### config.mk
export PLATFORM = sky130hd
export DESIGN_NAME = ps2_host_tx
export DESIGN_NICKNAME = d
export VERILOG_FILES = /design/src/rtl/ps2_host_tx.sv
export SDC_FILE = /design/constraint.sdc
export NUM_CORES = 1
export LEC_CHECK = 0
export BUFFER_PORTS_ARGS = -buffer_cell sky130_fd_sc_hd__buf_4
export CORE_MARGIN = 3
export CORE_UTILIZATION = 45
export DETAILED_ROUTE_END_ITERATION = 8
export GPL_TIMING_DRIVEN = 0
export MAX_ROUTING_LAYER = met4
export PLACE_DENSITY_LB_ADDON = 0.08
export SLEW_MARGIN = 20
export SYNTH_ARGS = -nofsm -noshare
export SYNTH_HDL_FRONTEND = slang
export SYNTH_SLANG_ARGS = --single-unit
### constraint.sdc
create_clock -name clock -period 2.1 [get_ports clock]
set_clock_uncertainty 0.15 [all_clocks]
set_input_delay 0.42 -clock clock [delete_from_list [all_inputs] [get_ports clock]]
set_output_delay 0.42 -clock clock [all_outputs]
set_load 0.01 [all_outputs]
### src/rtl/ps2_host_tx.sv
// PS/2 host-to-device command transmitter: inhibits the clock, issues request-to-send,
// shifts a byte plus odd parity out on device-generated clock falls and reports the ACK.
module ps2_host_tx #(
  parameter int CLK_FREQ   = 50000000,
  parameter int INHIBIT_US = 100,
  parameter int TIMEOUT_US = 15000
) (
  input  logic       clock,
  input  logic       reset_n,
  input  logic       ps2_clk_in,
  input  logic       ps2_data_in,
  output logic       ps2_clk_oe,
  output logic       ps2_data_oe,
  input  logic [7:0] tx_data,
  input  logic       tx_valid,
  output logic       tx_ready,
  output logic       busy,
  output logic       done,
  output logic       ack_ok,
  output logic       err_timeout
);

  localparam int INHIBIT_CYC = (CLK_FREQ / 1000000) * INHIBIT_US;
  localparam int TIMEOUT_CYC = (CLK_FREQ / 1000000) * TIMEOUT_US;
  localparam int MAX_CYC     = (INHIBIT_CYC > TIMEOUT_CYC) ? INHIBIT_CYC : TIMEOUT_CYC;
  localparam int CNT_W       = (MAX_CYC > 1) ? $clog2(MAX_CYC) : 1;

  localparam logic [CNT_W-1:0] INHIBIT_LAST = CNT_W'(INHIBIT_CYC - 1);
  localparam logic [CNT_W-1:0] TIMEOUT_LAST = CNT_W'(TIMEOUT_CYC - 1);

  typedef enum logic [2:0] {
    ST_IDLE,
    ST_INHIBIT,
    ST_RTS,
    ST_SHIFT,
    ST_ACK,
    ST_WAIT_IDLE
  } state_t;

  state_t           state_q, state_d;
  logic [CNT_W-1:0] cnt_q, cnt_d;
  logic [3:0]       bitcnt_q, bitcnt_d;
  logic [8:0]       shift_q, shift_d;
  logic             clk_oe_q, clk_oe_d;
  logic             data_oe_q, data_oe_d;
  logic             tx_ready_q, tx_ready_d;
  logic             busy_q, busy_d;
  logic             done_q, done_d;
  logic             ack_ok_q, ack_ok_d;
  logic             ack_pend_q, ack_pend_d;
  logic             err_q, err_d;

  logic clk_meta_q, clk_sync_q, clk_prev_q;
  logic data_meta_q, data_sync_q;
  logic fall;

  assign fall = clk_prev_q & ~clk_sync_q;

  always_comb begin
    state_d    = state_q;
    cnt_d      = cnt_q;
    bitcnt_d   = bitcnt_q;
    shift_d    = shift_q;
    data_oe_d  = data_oe_q;
    ack_pend_d = ack_pend_q;
    ack_ok_d   = ack_ok_q;
    done_d     = 1'b0;
    err_d      = 1'b0;

    unique case (state_q)
      ST_IDLE: begin
        data_oe_d = 1'b0;
        if (tx_valid && tx_ready_q) begin
          shift_d  = {~^tx_data, tx_data};
          bitcnt_d = '0;
          cnt_d    = '0;
          state_d  = ST_INHIBIT;
        end
      end

      ST_INHIBIT: begin
        if (cnt_q == INHIBIT_LAST) begin
          // Clock release and start bit happen on the same edge so both lines are never low together.
          cnt_d     = '0;
          data_oe_d = 1'b1;
          state_d   = ST_RTS;
        end else begin
          cnt_d = cnt_q + 1'b1;
        end
      end

      ST_RTS, ST_SHIFT, ST_ACK: begin
        if (cnt_q == TIMEOUT_LAST) begin
          state_d   = ST_IDLE;
          data_oe_d = 1'b0;
          done_d    = 1'b1;
          err_d     = 1'b1;
          ack_ok_d  = 1'b0;
          cnt_d     = '0;
        end else begin
          cnt_d = cnt_q + 1'b1;
          if (fall) begin
            if (state_q == ST_ACK) begin
              ack_pend_d = ~data_sync_q;
              state_d    = ST_WAIT_IDLE;
            end else if (state_q == ST_SHIFT && bitcnt_q == 4'd9) begin
              data_oe_d = 1'b0;
              state_d   = ST_ACK;
            end else begin
              // shift_q holds data LSB first followed by parity.
              data_oe_d = ~shift_q[0];
              shift_d   = {1'b0, shift_q[8:1]};
              bitcnt_d  = bitcnt_q + 4'd1;
              state_d   = ST_SHIFT;
            end
          end
        end
      end

      ST_WAIT_IDLE: begin
        if (clk_sync_q && data_sync_q) begin
          done_d   = 1'b1;
          ack_ok_d = ack_pend_q;
          state_d  = ST_IDLE;
        end
      end

      default: begin
        state_d   = ST_IDLE;
        data_oe_d = 1'b0;
      end
    endcase

    clk_oe_d   = (state_d == ST_INHIBIT);
    busy_d     = (state_d != ST_IDLE);
    tx_ready_d = (state_d == ST_IDLE) && !done_d;
  end

  always_ff @(posedge clock) begin
    if (!reset_n) begin
      state_q     <= ST_IDLE;
      cnt_q       <= '0;
      bitcnt_q    <= '0;
      shift_q     <= '0;
      clk_oe_q    <= 1'b0;
      data_oe_q   <= 1'b0;
      tx_ready_q  <= 1'b1;
      busy_q      <= 1'b0;
      done_q      <= 1'b0;
      ack_ok_q    <= 1'b0;
      ack_pend_q  <= 1'b0;
      err_q       <= 1'b0;
      clk_meta_q  <= 1'b1;
      clk_sync_q  <= 1'b1;
      clk_prev_q  <= 1'b1;
      data_meta_q <= 1'b1;
      data_sync_q <= 1'b1;
    end else begin
      state_q     <= state_d;
      cnt_q       <= cnt_d;
      bitcnt_q    <= bitcnt_d;
      shift_q     <= shift_d;
      clk_oe_q    <= clk_oe_d;
      data_oe_q   <= data_oe_d;
      tx_ready_q  <= tx_ready_d;
      busy_q      <= busy_d;
      done_q      <= done_d;
      ack_ok_q    <= ack_ok_d;
      ack_pend_q  <= ack_pend_d;
      err_q       <= err_d;
      clk_meta_q  <= ps2_clk_in;
      clk_sync_q  <= clk_meta_q;
      clk_prev_q  <= clk_sync_q;
      data_meta_q <= ps2_data_in;
      data_sync_q <= data_meta_q;
    end
  end

  assign ps2_clk_oe  = clk_oe_q;
  assign ps2_data_oe = data_oe_q;
  assign tx_ready    = tx_ready_q;
  assign busy        = busy_q;
  assign done        = done_q;
  assign ack_ok      = ack_ok_q;
  assign err_timeout = err_q;

endmodule

==> impl_metrics.toml <==
[global_routing]
grt_pass1_vias = 2154
met1_usage_pct = 29.7
grt.met3_usage_pct = 3.48
antenna_found_initial = 0
grt_overflow = 0
grt_pass1_wl_um = 10500
track_usage_pct = 21.3
grt.busiest_layer = "met2"
grt_start_max_net_pins = 16
grtUsageMet2_pct = 31.1

[logic_synthesis]
yosysWarningCount = 0
synth_seq_cells = 49
synth_top_area_share_pct = 39.2
synth_most_common_cell = "dfxtp_1"
synth-edff-count = 0
async_reset_ff_share_pct = 0
yosysTopAreaCell = "dfxtp_1"
syn_avg_cell_area_um2 = 8.71
netlist_area_um2 = 2500
synth_seq_area_share_pct = 39.2
synth.net_count = 303
ys.flop_type = "dfxtp_1"
synth_cell_types = 53
synth.area.top_cells = "dfxtp_1 (39%), xor2_1 (4.6%), a21oi_1 (4.0%)"
syn-instance-count = 287
synth_common_cells = "dfxtp_1 (49), nor2_1 (24), nand2_1 (23)"

[worst_setup_path]
cp.arrival_ps = 2200
path_class = "flip-flop to flip-flop"
critPathTopFamily = "simple AND/OR/NAND/NOR gates"
max_stage_delay_ps = 580
r2r_end = "cnt_q[12]$_SDFFE_PN0P_"
path_max_fanout = 5
end_kind = "flip-flop"
path_depth = 7
r2r_slack_ps = -40
crit_chain = "or4_4 -> nor4_4 -> a31oi_4 -> o31ai_4 -> buf_6 -> buf_6 -> nor2_1"
path_common_cell = "buf_6"
cp-start-kind = "flip-flop"
cpMaxStageDelayCell = "or4_4"
crit_buf_inv = 2
cp.required_ps = 2150
r2r_cells = 7
r2r_start = "cnt_q[15]$_SDFFE_PN0P_"

[power]
p_per_area_nw_per_um2 = 560
p_leak_nw = 1.22
power_mw = 1.91
vdd_drop_max_mv = 0.456

[final_layout]
area_growth_pct = 36.5
antennaDiodeCount = 0
utilization_pct = 65.2
multi_input_area_um2 = 1780
finalNonFillerCells = 406
nFillCells = 454
register_area_um2 = 997
layout.nets = 351
drive_gt1_share_pct = 38.1

[flow_run]
cap_violations = 0

[drt]
drt.antenna.violating_nets = 0
drc = 0
drt_first_pass_iters = 4
drt_first_iter_violations = 157
routed_via_density = 5.66
vias = 2298
routed_wl_um = 6460
routedWlPerCell_um = 15.9

[worst_hold_path]
hold_class = "primary input to flip-flop"
hold_depth = 2
worstHoldStart = "ps2_clk_in"
whs_endpoint = "clk_meta_q$_SDFF_PN1_"

[clock_tree]
cts_buffer_depth = 2
cts_made_buffers = 5
cts_max_level = 2
cts_tree = "done"
clk_pin_slew_worst_paths_ps = 90
clk_latency_ps = 310
cts-root-buf = "clkbuf_8"
cts_sinks = 49
holdBufCountCts = 0

[die]
fp.dieW_um = 80.6
row_count = 26
die_h_um = 80.6
initial_core_util_pct = 47.8
core-area_um2 = 5240
pin_count = 20
fp.dieArea_um2 = 6490

[place]
portBuffers = 18
place_congestion = 0.851
dpl.cell_count = 375
hpwl_um = 4090

[sta]
drv_slew = 0
rsz0062_at_grt = "yes"
post-route-period-util_pct = 102
tightest_slew_ps = 824
finalSetupViolCount = 23
hold_viol = 0
maxSlewHeadroom_pct = 45.0
fin_ws_ps = -43.7
hold_slack_ps = 133
period_minus_slack_ps = 2140
max_freq_ghz = 0.466

[run_status]
violations = "negative setup slack"
outcome = "finished, violations left"
==> layer usage <==
metal	wire, um	vias up
met3	346	6
met4	82	0
li1	-	1146
met5	0	-
met1	3000	1090
met2	3030	56
==> area by class of cell <==
cell class              count  share of cell area, %
plain buffers               9                   2.09
clock buffers               6                   2.42
clock inverters             2                  0.403
inverters                   7                  0.879
multi-input cells         221                   52.2
flip-flops and latches     49                   29.2
well taps                  70                   2.57
repair buffers             42                   10.2
==> layout by cell type, fill, tap and decap left out, drive strengths merged, types with 5 or more instances in the layout <==
cell type and count:
a311oi 10, mux2i 8, dfxtp 49, a21oi 21
buf 47, nand4 5, clkbuf 10, nor2b 5
xnor2 11, a31oi 6, nand2b 9, nor2 24
nand3 18, xor2 13, inv 6, nor3 14
nand2 23
==> stage by stage <==
stage	TNS (ps)	cell area (um^2)	setup WS [ps]
after floorplan	-1100	2550	-104
after CTS	-2810	3170	-128
after detailed placement	-11650	2770	-469
final	-723	3410	-43.7
after global routing	-2600	3410	-125
after global placement	-11630	2770	-475
==> where the power goes <==
group / internal (mW) / switching [mW] / leakage, nW
Clock: 0.268 / 0.329 / 0.0512
Sequential: 0.961 / 0.0274 / 0.404
Combinational: 0.170 / 0.158 / 0.768
==> worst max-delay path by stage <==
stage	start	end	slack, ps
global route	cnt_q[4]$_SDFFE_PN0P_	cnt_q[15]$_SDFFE_PN0P_	-120
detailed placement	cnt_q[15]$_SDFFE_PN0P_	cnt_q[5]$_SDFFE_PN0P_	-470
CTS	cnt_q[10]$_SDFFE_PN0P_	cnt_q[14]$_SDFFE_PN0P_	-130
floorplan	cnt_q[15]$_SDFFE_PN0P_	cnt_q[15]$_SDFFE_PN0P_	-100
finish	cnt_q[15]$_SDFFE_PN0P_	cnt_q[12]$_SDFFE_PN0P_	-40
global placement	cnt_q[15]$_SDFFE_PN0P_	cnt_q[15]$_SDFFE_PN0P_	-470
==> flip-flops by register name, indices dropped and copies added (netlist names), 3 cells and up <==
register and cells:
cnt_q 20, state_q 3, shift_q 9, bitcnt_q 4
==> cell families (layout without fill, tap and decap cells) <==
logic type	count (synthesis)	count (layout)	synth area share, %
and+or+nand+nor	124	124	27.2
AOI/OAI and AO/OA	62	62	17.6
DFF	49	49	39.2
xor gates and xnor gates	24	24	8.40
buffers and inverters	17	66	2.95
muxes	8	8	3.20
adders and majority gates	3	3	1.50
==> repair_timing <==
| item | CTS | global route |
|---|---|---|
| resized for setup | 46 | 52 |
| endpoints found under the setup margin | 38 | 39 |
| pin swaps | 21 | 16 |
| gates cloned | 3 | 0 |
| setup buffers | 12 | 9 |
Note: power is estimated with default switching activity, not from simulation.
